$ cat src/rtl/data_mem_arbiter.sv
`timescale 1ns/1ps
// ---------------------------------------------------------------------------
// data_mem_arbiter
//
// Shares one synchronous-read data memory between two requesters (m0, m1).
// Each transaction takes exactly four cycles: IDLE (arbitrate and latch),
// ISSUE (drive the memory request), WAIT (capture the read data) and
// DONE (one-cycle ready pulse to the owner).
//
// When both requesters ask at once, the grant goes to the one that did not
// win last time. Misaligned or out-of-range accesses never reach the memory.
// They still complete, with err_o set and, for reads, rdata_o cleared.
//
// Ports
//   clk_i, rst_i              clock, asynchronous active-high reset
//   m<k>_req_i                request from requester k, held until ready
//   m<k>_we_i                 1 = write, 0 = read
//   m<k>_addr_i, m<k>_wdata_i byte address and write data
//   m<k>_ready_o, m<k>_err_o  completion pulse and rejected-access flag
//   m<k>_rdata_o              last completed read data for requester k
//   mem_req_o, mem_we_o       memory request and write enable
//   mem_addr_o, mem_wdata_o   memory byte address and write data
//   mem_rdata_i               memory read data, one cycle after request
// ---------------------------------------------------------------------------
module data_mem_arbiter #(
  parameter int unsigned MEM_BYTES = 16384
) (
  input  logic        clk_i,
  input  logic        rst_i,
  input  logic        m0_req_i,
  input  logic        m0_we_i,
  input  logic [31:0] m0_addr_i,
  input  logic [31:0] m0_wdata_i,
  output logic        m0_ready_o,
  output logic        m0_err_o,
  output logic [31:0] m0_rdata_o,
  input  logic        m1_req_i,
  input  logic        m1_we_i,
  input  logic [31:0] m1_addr_i,
  input  logic [31:0] m1_wdata_i,
  output logic        m1_ready_o,
  output logic        m1_err_o,
  output logic [31:0] m1_rdata_o,
  output logic        mem_req_o,
  output logic        mem_we_o,
  output logic [31:0] mem_addr_o,
  output logic [31:0] mem_wdata_o,
  input  logic [31:0] mem_rdata_i
);

  typedef enum logic [1:0] {IDLE, ISSUE, WAIT, DONE} state_t;

  // The limit is one bit wider than the address so that the range check
  // compares the full 32-bit address even if MEM_BYTES were 2**32.
  localparam logic [32:0] MEM_LIMIT = 33'(MEM_BYTES);

  state_t      state_q, state_d;
  logic        owner_q;
  logic        last_owner_q;
  logic        we_q;
  logic        err_q;
  logic [31:0] addr_q;
  logic [31:0] wdata_q;
  logic [31:0] m0_rdata_q;
  logic [31:0] m1_rdata_q;

  logic        any_req;
  logic        grant_m1;
  logic        sel_we;
  logic [31:0] sel_addr;
  logic [31:0] sel_wdata;
  logic        sel_err;
  logic [31:0] rdata_next;

  // m1 wins when it is the only requester, or on a tie when m0 won last.
  assign any_req   = m0_req_i | m1_req_i;
  assign grant_m1  = m1_req_i & (~m0_req_i | ~last_owner_q);
  assign sel_we    = grant_m1 ? m1_we_i    : m0_we_i;
  assign sel_addr  = grant_m1 ? m1_addr_i  : m0_addr_i;
  assign sel_wdata = grant_m1 ? m1_wdata_i : m0_wdata_i;
  assign sel_err   = (sel_addr[1:0] != 2'b00) || ({1'b0, sel_addr} >= MEM_LIMIT);

  always_ff @(posedge clk_i or posedge rst_i) begin
    if (rst_i) begin
      state_q <= IDLE;
    end else begin
      state_q <= state_d;
    end
  end

  // After IDLE, the FSM moves through one state per cycle.
  // Request inputs are only looked at in IDLE.
  always_comb begin
    state_d     = state_q;
    mem_req_o   = 1'b0;
    mem_we_o    = 1'b0;
    m0_ready_o  = 1'b0;
    m1_ready_o  = 1'b0;
    m0_err_o    = 1'b0;
    m1_err_o    = 1'b0;
    case (state_q)
      IDLE: begin
        if (any_req) begin
          state_d = ISSUE;
        end
      end
      ISSUE: begin
        mem_req_o = ~err_q;
        mem_we_o  = ~err_q & we_q;
        state_d   = WAIT;
      end
      WAIT: begin
        state_d = DONE;
      end
      DONE: begin
        m0_ready_o = ~owner_q;
        m1_ready_o = owner_q;
        m0_err_o   = ~owner_q & err_q;
        m1_err_o   = owner_q & err_q;
        state_d    = IDLE;
      end
      default: begin
        state_d = IDLE;
      end
    endcase
  end

  // The request is captured in IDLE, and the captured copy is used for the
  // rest of the transaction.
  always_ff @(posedge clk_i or posedge rst_i) begin
    if (rst_i) begin
      owner_q      <= 1'b0;
      last_owner_q <= 1'b1;
      we_q         <= 1'b0;
      err_q        <= 1'b0;
      addr_q       <= 32'h0;
      wdata_q      <= 32'h0;
    end else if (state_q == IDLE && any_req) begin
      owner_q      <= grant_m1;
      last_owner_q <= grant_m1;
      we_q         <= sel_we;
      err_q        <= sel_err;
      addr_q       <= sel_addr;
      wdata_q      <= sel_wdata;
    end
  end

  // A rejected read returns zero rather than stale memory data.
  assign rdata_next = err_q ? 32'h0 : mem_rdata_i;

  always_ff @(posedge clk_i or posedge rst_i) begin
    if (rst_i) begin
      m0_rdata_q <= 32'h0;
      m1_rdata_q <= 32'h0;
    end else if (state_q == WAIT && !we_q) begin
      if (owner_q) begin
        m1_rdata_q <= rdata_next;
      end else begin
        m0_rdata_q <= rdata_next;
      end
    end
  end

  assign mem_addr_o  = addr_q;
  assign mem_wdata_o = wdata_q;
  assign m0_rdata_o  = m0_rdata_q;
  assign m1_rdata_o  = m1_rdata_q;

endmodule

$ cat config.mk
export PLATFORM = sky130hd
export DESIGN_NAME = data_mem_arbiter
export DESIGN_NICKNAME = d
export VERILOG_FILES = /design/src/rtl/data_mem_arbiter.sv
export SDC_FILE = /design/constraint.sdc
export NUM_CORES = 1
export LEC_CHECK = 0
export ABC_AREA = 1
export CORE_ASPECT_RATIO = 1.5
export CORE_MARGIN = 4
export CORE_UTILIZATION = 37
export CTS_CLUSTER_DIAMETER = 50
export DETAILED_ROUTE_END_ITERATION = 8
export GPL_TIMING_DRIVEN = 0
export PLACE_DENSITY = 0.77
export SYNTH_ARGS = -nofsm -noshare
export SYNTH_HDL_FRONTEND = slang
export SYNTH_SLANG_ARGS = --single-unit
$ cat constraint.sdc
create_clock -name clk_i -period 4.9 [get_ports clk_i]
set_input_delay 1.47 -clock clk_i [delete_from_list [all_inputs] [get_ports clk_i]]
set_output_delay 1.47 -clock clk_i [all_outputs]
set_load 0.01 [all_outputs]
# After elaboration in Yosys (flattened, before gate mapping)

Cells that the tools add are included.

Logic and storage cells: 44
Register bits: 134
Bits of input ports: 166
Output and inout bits: 134

Reduce and logical (&&, ||, !) cells: 8
Bitwise gates (word level): 10
Multiplexer cells: 12
Equal/unequal tests: 4
Order comparisons: 1

Operator list:

| cell                                                                     | number |
|---|---|
| 32-bit 2-to-1 mux                                                        | 3 |
| 32-bit by 15-bit >= comparator with 1-bit output (second input constant) | 1 |
| 2-bit case mux with 4 select lines                                       | 1 |
| 1-bit 2-to-1 mux                                                         | 7 |
| 1-bit bitwise AND                                                        | 4 |
| 2-bit == test (second input constant)                                    | 2 |
| 1-bit inverter                                                           | 4 |
| 2-bit AND reduction                                                      | 2 |
| 2-bit by 1-bit == test with 1-bit output (second input constant)         | 1 |
| 1-bit logical AND                                                        | 2 |
| 2-bit zero test                                                          | 1 |
| 2-bit 2-to-1 mux                                                         | 1 |
| 2-bit inequality test (second input constant)                            | 1 |
| 1-bit bitwise OR                                                         | 2 |
| 2-bit nonzero test                                                       | 1 |
| 1-bit zero test                                                          | 1 |
| 1-bit logical OR                                                         | 1 |

# Logic depth before layout (Yosys ltp)

Word-level depth: 6
Gate-level depth with buffers: 11
Depth with buffers taken out: 11

# Worst setup path after synthesis

OpenSTA, ideal clock, no wires.

Kind: register -> output
Start point: reg err_q
End point: out m0_err_o
Cell stages (with the launch flop): 5
Required time: 3.430 ns
Slack: 2.426 ns
Path buffers: 2
Arrival time: 1.004 ns
Path through: dfrtp_1 buf_2 buf_2 inv_1 nor3_1

Word-level cells in the longest chain between the ends: 2

RTL lines:

| element                  | RTL line | source |
|---|---|---|
| start: declaration       | 61       | `logic err_q;` |
| start signal: assignment | 142      | `err_q <= sel_err;` |
| 1-bit bitwise AND        | 118      | `m0_err_o = ~owner_q & err_q;` |
| 1-bit 2-to-1 mux         | 101      | `case (state_q)` |
| end: declaration         | 35       | `output logic m0_err_o,` |

Every way passes these cells.

# Worst setup path in the final report

Same ends and word-level chain as after synthesis.

==> impl_metrics.toml <==
[worst_setup_path]
crit_type = "register to output pin"
worstPathArrival_ns = 2.08
cpMostUsedCell = "buf_2"
slowest_stage = "clkdlybuf4s50_1"
crit_chain = "buf_2 > buf_2 > inv_1 > nor3_1 > clkdlybuf4s50_1"
path_max_fanout = 10
crit_required_ns = 3.43
crit_path_start_kind = "register"
r2r_start = "state_q[0]"
rr_endpoint = "m0_rdata_o[13]"
slowest_delay_ns = 0.58
worstRegToRegCells = 6
ff2ff_setup_slack_ns = 3.04
cp-end-kind = "output pin"

[synth]
ys_ff_latch = 134
synth_top_cells_by_area = "dfrtp_1, mux2_2, nand2_1"
yosys_warnings = 0
synth-simple-area-share_pct = 16.1
synth_top_family_by_area = "simple AND/OR/NAND/NOR gates"
syn_area_sq_um = 6120
synth_top_area_share_pct = 54.3
muxShareOfSynthArea_pct = 11.8
synthesis.nets = 809
synth_edf_count = 0
async_flop_share_pct = 100
synth_compound_area_share_pct = 9.27
synthFlopType = "dfrtp_1"
synth_cell_types = 27
synth-seq-area-share_pct = 54.8
synthXorXnorAreaFrac_pct = 0
synthAdderAreaFrac_pct = 0.817
yosys.area.top_type = "dfrtp_1"
syn_area_per_cell_sq_um = 9.58
synthCells = 639

[clocking]
cts_buffers = 17
clockBufferDepth = 2
clk_latency_ns = 0.41
cts_max_level = 4
cts_tree = "done"
cts_hold_buf = 0
cts-root-buf = "clkbuf_16"
cts_sinks = 134
ctsResizeCount = 0
post_cts_buffers = 0
clkTransAtPathRegs_ns = 0.06

[power]
totalPowerFinal_uw = 4860
power_leakage_uw = 0.00464
p_per_area_nw_per_um2 = 481
peakVddDrop_mv = 0.317

[grt]
grt_max_degree = 38
antenna_found_initial = 0
grtUsageMet3_pct = 6.12
grt_overflow = 0
grt_most_used_layer = "met2"
grt_pass1_vias = 5841
met1_usage_pct = 23.3
grt_use_met2_pct = 40.2
grt_usage_pct = 21.6
grt_pass1_wl_um = 31400

[layout]
layout-drive-gt1-share_pct = 13.4
num_antenna_cells = 0
nets = 1130
regArea_sq_um = 3350
multi_input_area_sq_um = 2320
layout_common_cells = "clkdlybuf4s50_1, dfrtp_1, nand2_1, nor2_1, mux2_2"
syn_to_final_growth_pct = 64.8
final_cells = 1179
layout_commonest_cell = "clkdlybuf4s50_1"
post-route-util_pct = 62.1
fillers = 1413

[place]
hpwl_um = 16200
place.gp.congestion = 0.822
port_buffers = 299
placedCellCount = 1147

[min_path]
min_path_cells = 2
hp-start = "mem_addr_o[30]"
min_path_type = "register to register"
whs_endpoint = "mem_addr_o[30]"

[sta]
max_freq_ghz = 0.282
grt_setup_unrepaired = "no"
min_period_ns = 3.55
finalSetupViolations = 0
slew_violations = 0
clock_skew_ns = 0.00924
setup-tns-final_ns = 0
hold_violations = 0
maxSlewHeadroom_pct = 52.8
worst_pin_slew_ns = 0.707
finalCritPeriodShare_pct = 72.4

[detailed_routing]
wl_um = 20500
vias_per_cell = 4.84
wl_per_cell_um = 17.4
drc_errors = 0
num_vias = 5701
dr.pass1.iters = 6
drt_iter0_drc = 229
ant_nets = 0

[outcome]
status = "finished clean"

[floorplan]
fp.dieH_um = 166
core_sq_um = 16300
die_w_um = 113
io_pins = 300
rows = 57
start_util_pct = 37.7
die_area_sq_um = 18700

[flow_run]
cap_violations = 0
[critical path: cells and delay by family, from the launching register on]
| kind | cells | cell delay [ns] |
|---|---|---|
| buffers and inverters | 4 | 1.17 |
| flip-flops | 1 | 0.32 |
| AND/OR/NAND/NOR | 1 | 0.19 |
[logic make-up after synthesis]
kind of cell / count (synthesis)
and+or+nand+nor: 244
DFF: 134
AOI/OAI and AO/OA: 103
buffers and inverters: 90
muxes: 64
adders and majority gates: 4
[stage by stage]
step / setup slack, ns / hold slack [ns] / instance area [sq um]
after CTS: 1.33 / 0.486 / 10100
final: 1.35 / 0.484 / 10100
after global routing: 1.26 / 0.505 / 10100
after floorplan: 1.77 / 0.464 / 6130
after detailed placement: 1.57 / 0.473 / 9440
after global placement: 0.492 / 0.466 / 9380
[state kept, by name, summed over array words and instances, names as in the netlist]
| name | count |
|---|---|
| state_q | 2 |
| mem_wdata_o | 32 |
| mem_addr_o | 32 |
| last_owner_q | 1 |
| m0_rdata_o | 32 |
| m1_rdata_o | 32 |
| err_q | 1 |
| we_q | 1 |
| owner_q | 1 |
[worst max-delay path by stage]
stage | depth (start not counted) | start | endpoint
global route | 5 | err_q | m0_err_o
finish | 5 | err_q | m0_err_o
floorplan | 1 | rst_i | err_q
CTS | 5 | err_q | m0_err_o
detailed placement | 7 | m1_req_i | mem_wdata_o[31]
global placement | 2 | rst_i | m0_rdata_o[5]
[cell type report]
type	instances	area share, %
inverters	51	1.93
clock buffers	19	4.29
repair buffers	302	30.3
flip-flops and latches	134	33.2
well taps	206	2.55
clock inverters	13	2.18
plain buffers	39	2.54
multi-input cells	415	23.0
[power by group]
part / internal (uW) / switching, uW / total, uW
registers: 1400 / 170 / 1570
logic: 939 / 926 / 1870
clock network: 913 / 506 / 1420
total: 3260 / 1600 / 4860
[synthesized netlist by cell type (2+ instances only)]
cell,count
dfrtp_1,133
nand2_1,109
nor2_1,108
mux2_2,59
inv_1,50
o21ai_0,46
a31oi_1,28
o21ai_1,24
nand3_1,18
buf_2,13
buf_4,9
clkbuf_1,9
buf_6,8
mux2_1,5
ha_1,4
nor3_1,3
nand2_4,2
nand3b_1,2
[per-layer routing]
layer | up-vias | part of all wire [%]
li1 | 2734 | -
met1 | 2695 | 35
met2 | 242 | 55
met3 | 30 | 7.8
met4 | 0 | 2.3
met5 | - | 0
Power figures use the tool's default switching activity.
